--- src/rtl/mem_stage.sv ---
`default_nettype none
// ============================================================================
// Module   : mem_stage
// Brief    : rv32i memory-access stage. Issues data-memory requests for
//            loads/stores over a req/ack bus, aligns and extends load data,
//            and stalls the upstream pipeline while an access is in flight.
//            Optional feature macro: MISALIGN_TRAP_EN (traps misaligned
//            half/word accesses instead of issuing them).
// Revision : 1.0 - initial release
// ============================================================================
module mem_stage (
   input  logic        clk,
   input  logic        rst_n,
   input  logic [31:0] pc4_in,
   input  logic [31:0] b_in,
   input  logic [31:0] c_in,
   input  logic [2:0]  funct3_in,
   input  logic [4:0]  rd_in,
   input  logic [6:0]  opcode_in,
   input  logic        wr_reg_n_in,
   output logic [31:0] pc4_out,
   output logic [31:0] c_out,
   output logic [4:0]  rd_out,
   output logic [6:0]  opcode_out,
   output logic        wr_reg_n_out,
   output logic [31:0] load_data,
   output logic        stall_n,
   output logic        misalign,
   output logic        dmem_req,
   output logic        dmem_we,
   output logic [31:0] dmem_addr,
   output logic [3:0]  dmem_be,
   output logic [31:0] dmem_wdata,
   input  logic        dmem_ack,
   input  logic [31:0] dmem_rdata
);

   localparam logic [6:0] c_OP_LOAD  = 7'b0000011;
   localparam logic [6:0] c_OP_STORE = 7'b0100011;

   typedef enum logic [1:0] {
      S_IDLE   = 2'd0,
      S_ACCESS = 2'd1,
      S_DONE   = 2'd2
   } state_t;

   state_t      r_state;
   state_t      w_state_nxt;

   logic        r_dmem_req;
   logic        r_dmem_we;
   logic [31:0] r_dmem_addr;
   logic [3:0]  r_dmem_be;
   logic [31:0] r_dmem_wdata;
   logic [31:0] r_load_data;

   logic        w_is_load;
   logic        w_is_store;
   logic        w_is_mem;
   logic        w_trap;
   logic        w_issue;
   logic        w_stall_n;
   logic [1:0]  w_a;
   logic [3:0]  w_be;
   logic [31:0] w_wdata;
   logic [4:0]  w_shamt;
   logic [31:0] w_shifted;
   logic [31:0] w_ext;

   assign w_is_load  = (opcode_in == c_OP_LOAD);
   assign w_is_store = (opcode_in == c_OP_STORE);
   assign w_is_mem   = w_is_load | w_is_store;
   assign w_a        = c_in[1:0];

`ifdef MISALIGN_TRAP_EN
   // Half with odd address, or word (incl. reserved width) not on a word boundary.
   logic w_misal_cond;
   assign w_misal_cond = ((funct3_in[1:0] == 2'b01) && w_a[0]) ||
                         (funct3_in[1] && (w_a != 2'b00));
   assign w_trap = w_is_mem & w_misal_cond;
`else
   assign w_trap = 1'b0;
`endif

   // Byte-lane enables and lane-replicated store data from width and offset.
   always_comb begin
      w_be    = 4'b1111;
      w_wdata = b_in;
      case (funct3_in[1:0])
         2'b00: begin
            w_be    = 4'b0001 << w_a;
            w_wdata = {4{b_in[7:0]}};
         end
         2'b01: begin
            w_be    = w_a[1] ? 4'b1100 : 4'b0011;
            w_wdata = {2{b_in[15:0]}};
         end
         default: ;
      endcase
   end

   // Align the returned word to bit 0 and sign/zero-extend to 32 bits.
   always_comb begin
      w_shamt = 5'd0;
      case (funct3_in[1:0])
         2'b00:   w_shamt = {w_a, 3'b000};
         2'b01:   w_shamt = {w_a[1], 4'b0000};
         default: w_shamt = 5'd0;
      endcase
      w_shifted = dmem_rdata >> w_shamt;
      case (funct3_in[1:0])
         2'b00:   w_ext = funct3_in[2] ? {24'b0, w_shifted[7:0]}
                                       : {{24{w_shifted[7]}}, w_shifted[7:0]};
         2'b01:   w_ext = funct3_in[2] ? {16'b0, w_shifted[15:0]}
                                       : {{16{w_shifted[15]}}, w_shifted[15:0]};
         default: w_ext = w_shifted;
      endcase
   end

   // FSM state register.
   always_ff @(posedge clk or negedge rst_n) begin
      if (!rst_n) r_state <= S_IDLE;
      else        r_state <= w_state_nxt;
   end

   // FSM next state, stall and request-issue decode.
   always_comb begin
      w_state_nxt = r_state;
      w_stall_n   = 1'b1;
      w_issue     = 1'b0;
      case (r_state)
         S_IDLE: begin
            if (w_is_mem && !w_trap) begin
               w_issue     = 1'b1;
               w_stall_n   = 1'b0;
               w_state_nxt = S_ACCESS;
            end
         end
         S_ACCESS: begin
            w_stall_n = 1'b0;
            if (dmem_ack) w_state_nxt = S_DONE;
         end
         S_DONE:  w_state_nxt = S_IDLE;
         default: w_state_nxt = S_IDLE;
      endcase
   end

   // Memory request registers and load result; request held until ack.
   always_ff @(posedge clk or negedge rst_n) begin
      if (!rst_n) begin
         r_dmem_req   <= 1'b0;
         r_dmem_we    <= 1'b0;
         r_dmem_addr  <= 32'd0;
         r_dmem_be    <= 4'd0;
         r_dmem_wdata <= 32'd0;
         r_load_data  <= 32'd0;
      end else begin
         if (w_issue) begin
            r_dmem_req   <= 1'b1;
            r_dmem_we    <= w_is_store;
            r_dmem_addr  <= {c_in[31:2], 2'b00};
            r_dmem_be    <= w_be;
            r_dmem_wdata <= w_wdata;
         end else if ((r_state == S_ACCESS) && dmem_ack) begin
            r_dmem_req <= 1'b0;
            if (!r_dmem_we) r_load_data <= w_ext;
         end
      end
   end

   assign stall_n      = w_stall_n;
   assign misalign     = (r_state == S_IDLE) & w_trap;
   assign wr_reg_n_out = wr_reg_n_in | ~w_stall_n | misalign;

   assign pc4_out    = pc4_in;
   assign c_out      = c_in;
   assign rd_out     = rd_in;
   assign opcode_out = opcode_in;

   assign load_data  = r_load_data;
   assign dmem_req   = r_dmem_req;
   assign dmem_we    = r_dmem_we;
   assign dmem_addr  = r_dmem_addr;
   assign dmem_be    = r_dmem_be;
   assign dmem_wdata = r_dmem_wdata;

endmodule
`default_nettype wire

--- config.mk ---
export PLATFORM = sky130hd
export DESIGN_NAME = mem_stage
export DESIGN_NICKNAME = d
export VERILOG_FILES = /design/src/rtl/mem_stage.sv
export SDC_FILE = /design/constraint.sdc
export NUM_CORES = 1
export LEC_CHECK = 0
export ABC_AREA = 1
export CAP_MARGIN = 20
export CORE_ASPECT_RATIO = 1.5
export CORE_UTILIZATION = 35
export DETAILED_ROUTE_END_ITERATION = 8
export HOLD_SLACK_MARGIN = 0.05
export PLACE_DENSITY = 0.75
export SYNTH_ARGS = -nofsm -noshare
export SYNTH_HDL_FRONTEND = slang
export SYNTH_SLANG_ARGS = --single-unit
--- constraint.sdc ---
create_clock -name clk -period 1.7 [get_ports clk]
set_input_delay 0.51 -clock clk [delete_from_list [all_inputs] [get_ports clk]]
set_output_delay 0.51 -clock clk [all_outputs]
set_load 0.03 [all_outputs]
==> Yosys cells after proc, flatten, opt, wreduce, memory -nomap -nowiden <==
Index checks and enable logic that the tools add are counted.
{ "totals": {"reg_bits": 102, "input_bits": 147, "output_inout_bits": 181, "elab_cells": 42} }
{ "classes": {"eq_ne": 6, "n_shift": 2, "mux": 16, "bitwise": 5, "n_reduce_logical": 6} }
{ "op_table": {"columns": ["op", "n"], "rows": [
  ["$pmux 32 s2", 2],
  ["$mux 32", 2],
  ["$shr 32x5->32", 1],
  ["$pmux 5 s2", 1],
  ["$pmux 4 s2", 1],
  ["$eq 7x2->1 const B", 1],
  ["$eq 7x6->1 const B", 1],
  ["$mux 1", 5],
  ["$eq 2x1->1 const B", 2],
  ["$logic_not 2->1", 2],
  ["$mux 2", 2],
  ["$mux 4", 1],
  ["$ne 2x2->1 const B", 2],
  ["$pmux 2 s2", 1],
  ["$shl 1x2->4 const A", 1],
  ["$not 1->1", 3],
  ["$reduce_and 3->1", 1],
  ["$or 1x1->1", 2],
  ["$pmux 1 s2", 1],
  ["$reduce_and 2->1", 1],
  ["$reduce_bool 2->1", 1],
  ["$logic_and 1x1->1", 1]
]} }

==> Depth between registers and ports, before layout <==
{ "depth": {"depth_word": 6, "ltp_mapped": 12, "mapped_depth_nobuf": 9} }

==> Least setup slack after synthesis <==
OpenSTA, ideal clock, no wires.
{ "synth_path": {"path_type": "in2out", "start": "input port opcode_in[0]", "end": "output port wr_reg_n_out", "t_arrival_ps": 1624, "required_time_ps": 1190, "slack_ps": -434, "stages": 6, "n_path_buf": 1, "path_cell_list": "nand2_1 nor3_1 and2_1 buf_2 nor2_1 nand2_1"} }
{ "synth_via": {"elab_chain_len": 6, "word_cells_on_any_way": 7, "cone_classes": "2 x eq/ne; 2 x mux; 3 x bitwise"} }
{ "synth_lines": {"columns": ["item", "line_no", "text"], "rows": [
  ["start, declared", "19", "input logic [6:0] opcode_in,"],
  ["$eq 7x2->1 or $eq 7x6->1 (tied branches)", "70, 71", null],
  ["$or 1x1->1 (*)", "72", "assign w_is_mem = w_is_load | w_is_store;"],
  ["$mux 1 (*)", "133", "if (w_is_mem && !w_trap) begin"],
  ["$pmux 1 s2 (*)", "131", "case (r_state)"],
  ["via stall_n", "27", "output logic stall_n,"],
  ["$not 1->1 (*)", "173", "assign wr_reg_n_out = wr_reg_n_in | ~w_stall_n | misalign;"],
  ["$or 1x1->1 (*)", "173", null],
  ["end, declared", "25", "output logic wr_reg_n_out,"]
]} }
The timed path passes the listed nets; every way through them passes the cells marked *.

==> Worst setup path after layout <==
{ "layout_path": {"start": "register r_state[1]", "end": "output port wr_reg_n_out"} }
{ "layout_via": {"elab_chain_len": 4, "word_cells_on_any_way": 5, "cone_classes": "1 x eq/ne; 1 x mux; 2 x bitwise; 1 x reduce/logical"} }
{ "layout_lines": {"columns": ["item", "line_no", "text"], "rows": [
  ["start, declared", "47", "state_t r_state;"],
  ["start signal, assigned", "123", "else r_state <= w_state_nxt;"],
  ["$eq 2x1->1 or $logic_not 2->1 (tied branches)", "131", null],
  ["$pmux 1 s2 (*)", "131", null],
  ["$not 1->1 (*)", "173", null],
  ["$or 1x1->1 (*)", "173", null]
]} }
Mark *: on every way between the ends. The rest lies on a longest branch, timed or not.

==> metrics.md <==
| Metric | Value |
|---|---|
| Status | finished, violations left |
| Failing checks | setup timing |
| Clk slew on worst S/H paths | 80 ps |
| Synth cell types | 29 |
| Pre-antenna DRT Iters | 7 |
| Remaining antenna violation count after routing | 0 |
| Fin nets | 1,100 |
| Sw frac | 35.7% |
| Cts bufs inserted | 9 |
| Sequential power share | 38.1% |
| Post-Synthesis Cells | 754 |
| Crit-path max cell delay | 390 ps |
| CTS root buffer | clkbuf_16 |
| Area leader, netlist | dfrtp_1 |
| Final period utilization | 114% |
| R2R Path End | dmem_wdata[16] |
| Final setup viols | 69 |
| Startpoint types | flip-flop |
| First-pass GRT wire length | 28,000 µm |
| Vias per inst | 4.75 |
| Vias in the first global route | 5,502 |
| Final worst slack | -230 ps |
| I/O pins | 328 |
| IO buf count | 250 |
| Pwr dens | 929 mW/mm² |
| WS Path Type | reg -> out |
| All-layer global routing usage | 21.0% |
| Die area | 0.0170 mm² |
| NetSw | 2.83 mW |
| WHS | 50.5 ps |
| Maximum clock path buffer count | 2 |
| Core area | 0.0161 mm² |
| Peak supply drop | 439 µV |
| Initial Util | 35.8% |
| Worst EP required | 1190 ps |
| Non-filler cells in the finished layout | 1,164 |
| Final Hold Viols | 0 |
| Final min period | 1930 ps |
| R2r setup slk | -110 ps |
| CP cell instances | inv_2 > nand2_4 > nor3_4 > and2_4 > nor2_4 > nand2_4 > buf_6 |
| HPWL Detailed | 13,300 µm |
| Part of the power in the clock network | 27.5% |
| Critical path arrival | 1420 ps |
| Initial DRC Count | 251 |
| Clk_lat worst skew | 350 ps |
| DR vias | 5,524 |
| Placer congestion estimate | 0.842 |
| Share of cells above drive strength 1 | 16.9% |
| Worst path most repeated cell | nand2_4 |
| Width of the chip | 107 µm |
| Combinational share of power | 34.3% |
| Actual slew at the worst max-slew pin | 523 ps |
| Initial antenna violation count | 1 |
| Syn_area_per_cell | 7.64 µm² |
| Crit-path max FO | 2 |
| F_max | 518 MHz |
| Synthesized cell area | 0.00576 mm² |
| Slew margin rel. | 65.1% |
| Final wirelength | 17,800 µm |
| Max-cap violations | 0 |
| Top cell type's share of synthesized area | 44.3% |
| Hold Path Class | in -> async |
| Synth-to-Final Area Change | 48.0% |
| Synth top area cells | dfrtp_1, nand2_1, buf_4 |
| Post-synthesis sequential area ratio | 44.3% |
| H-tree depth | 3 |
| Yosys warnings | 0 |
| Clock Skews | 14.4 ps |
| CP Capture Type | output port |
| Post-CTS Hold Buffers | 0 |
| CTS sink count | 102 |
| Total design power | 7.93 mW |
| # DRC | 0 |
| Reg2Reg Depth | 9 |
| Num rows | 57 |
| Placed cells | 1,143 |
| Grt ovf | 0 |
| RSZ-0062 raised after global routing | yes |
| Seq cells post-synth | 102 |
| Leak pwr | 4.76 nW |
| Wire per inst | 15.3 µm |
| Max-slew violation count | 0 |
| Internal power | 5.10 mW |
| Critical Path Slowest Stage Cell | dfrtp_1 |
| FF-to-FF Start | r_state[1] |
| Largest net degree at the start of global routing | 51 |
| Worst slack at placement | -933 ps |
| Die Ht | 159 µm |
| CTS tree | done |
| Diodes inserted | 0 |
## metrics by stage
stage,TNS [ps],util [%],instance area [µm²]
after CTS,-4760,52.3,8430
after global placement,-61560,50.9,8200
after floorplan,-8.04,-,5800
after detailed placement,-63800,50.9,8200
final,-4160,52.9,8530
after global routing,-14650,52.9,8530
## worst max-delay path, delay by kind of cell, from the launching register on
family	cells	cell delay (ps)
DFF	1	390
buffers and inverters	2	200
and+or+nand+nor	5	490
## power groups by stage
stage / sequential, mW / clock [mW] / combinational [mW]
CTS: 3.03 / 2.27 / 2.74
floorplan: 3.84 / 0 / 0.934
finish: 3.02 / 2.18 / 2.72
global placement: 3.07 / 0 / 2.96
global route: 3.07 / 2.34 / 2.91
detailed placement: 3.08 / 0 / 2.99
## sequential cells by signal (all words and copies together) (netlist names)
name and flops:
dmem_be 4, dmem_wdata 32, load_data 32, dmem_req 1
dmem_addr 30, dmem_we 1, r_state 2
## layer usage
| metal | GRT usage [%] | part of all wire (%) | vias up |
|---|---|---|---|
| met1 | 22.2 | 36 | 2495 |
| met2 | 37.2 | 51 | 244 |
| met4 | 13.2 | 5.8 | 2 |
| li1 | - | - | 2711 |
| met3 | 4.75 | 6.8 | 72 |
| met5 | 0 | 0.073 | - |
## kinds of logic after synthesis
group / count (synthesis) / synth area share [%]
compound gates: 92 / 8.23
flops: 102 / 44.3
simple gates: 368 / 28.3
other cells: 1 / 0.0651
buf+inv: 191 / 19.1
## cell usage in the layout (no fill, tap or decap)
cell type	count
a21oi_1	33
and2_4	1
buf_12	16
buf_2	1
buf_4	78
buf_6	10
bufinv_16	1
clkbuf_16	11
clkbuf_8	2
clkdlybuf4s50_1	93
clkinv_1	1
clkinv_4	2
conb_1	3
dfrtp_1	102
dlygate4sd2_1	106
dlymetal6s2s_1	2
inv_1	61
inv_2	4
inv_4	1
inv_6	2
nand2_1	213
nand2_2	1
nand2_4	4
nand3_1	109
nand3_2	6
nand3_4	2
nand4_1	1
nor2_1	12
nor2_4	3
nor3_1	1
nor3_4	1
o21a_1	5
o21ai_0	38
o21ai_1	15
o22ai_1	1
or2_2	16
## area by class of cell
class / instances / area [µm²]
clock buffers: 11 / 253
inverters: 67 / 254
fillers: 1537 / 7590
flip-flops and latches: 102 / 2550
clock inverters: 5 / 65.1
repair buffers: 308 / 2960
multi-input cells: 465 / 2190
well taps: 206 / 258
## synthesized netlist by cell type
cell type	instances
dfrtp_1	102
nand3_4	1
o21ai_1	15
buf_1	1
nand2_4	1
buf_4	81
clkbuf_1	21
nand2_1	215
inv_2	2
inv_4	1
nand3_1	109
nand2_2	2
o22ai_1	1
nor3_1	2
o21a_1	5
or2_2	16
conb_1	1
clkinv_1	1
buf_6	8
buf_2	13
nor2_4	1
inv_1	63
nand4_1	1
a21oi_1	33
o21ai_0	38
nor2_1	13
nand3_2	5
and2_1	1
nor2_2	1
## how the worst max path moves through the flow
stage                            start      endpoint  slack, ps
final                       r_state[1]  wr_reg_n_out       -230
after global routing        r_state[1]  wr_reg_n_out       -310
after CTS                   r_state[1]  wr_reg_n_out       -250
after detailed placement  opcode_in[0]       stall_n       -930
after global placement    opcode_in[0]       stall_n       -920
after floorplan           opcode_in[0]  wr_reg_n_out         -8
## what timing repair did
| item | CTS | global route |
|---|---|---|
| pin swaps | 6 | 3 |
| buffers inserted | 0 | 1 |
| endpoints found under the setup margin | 201 | 91 |
| resized for setup | 120 | 11 |
| cloned | 2 | 2 |
| endpoints found under the hold margin | 0 | 0 |
(Power assumes the default switching activity.)
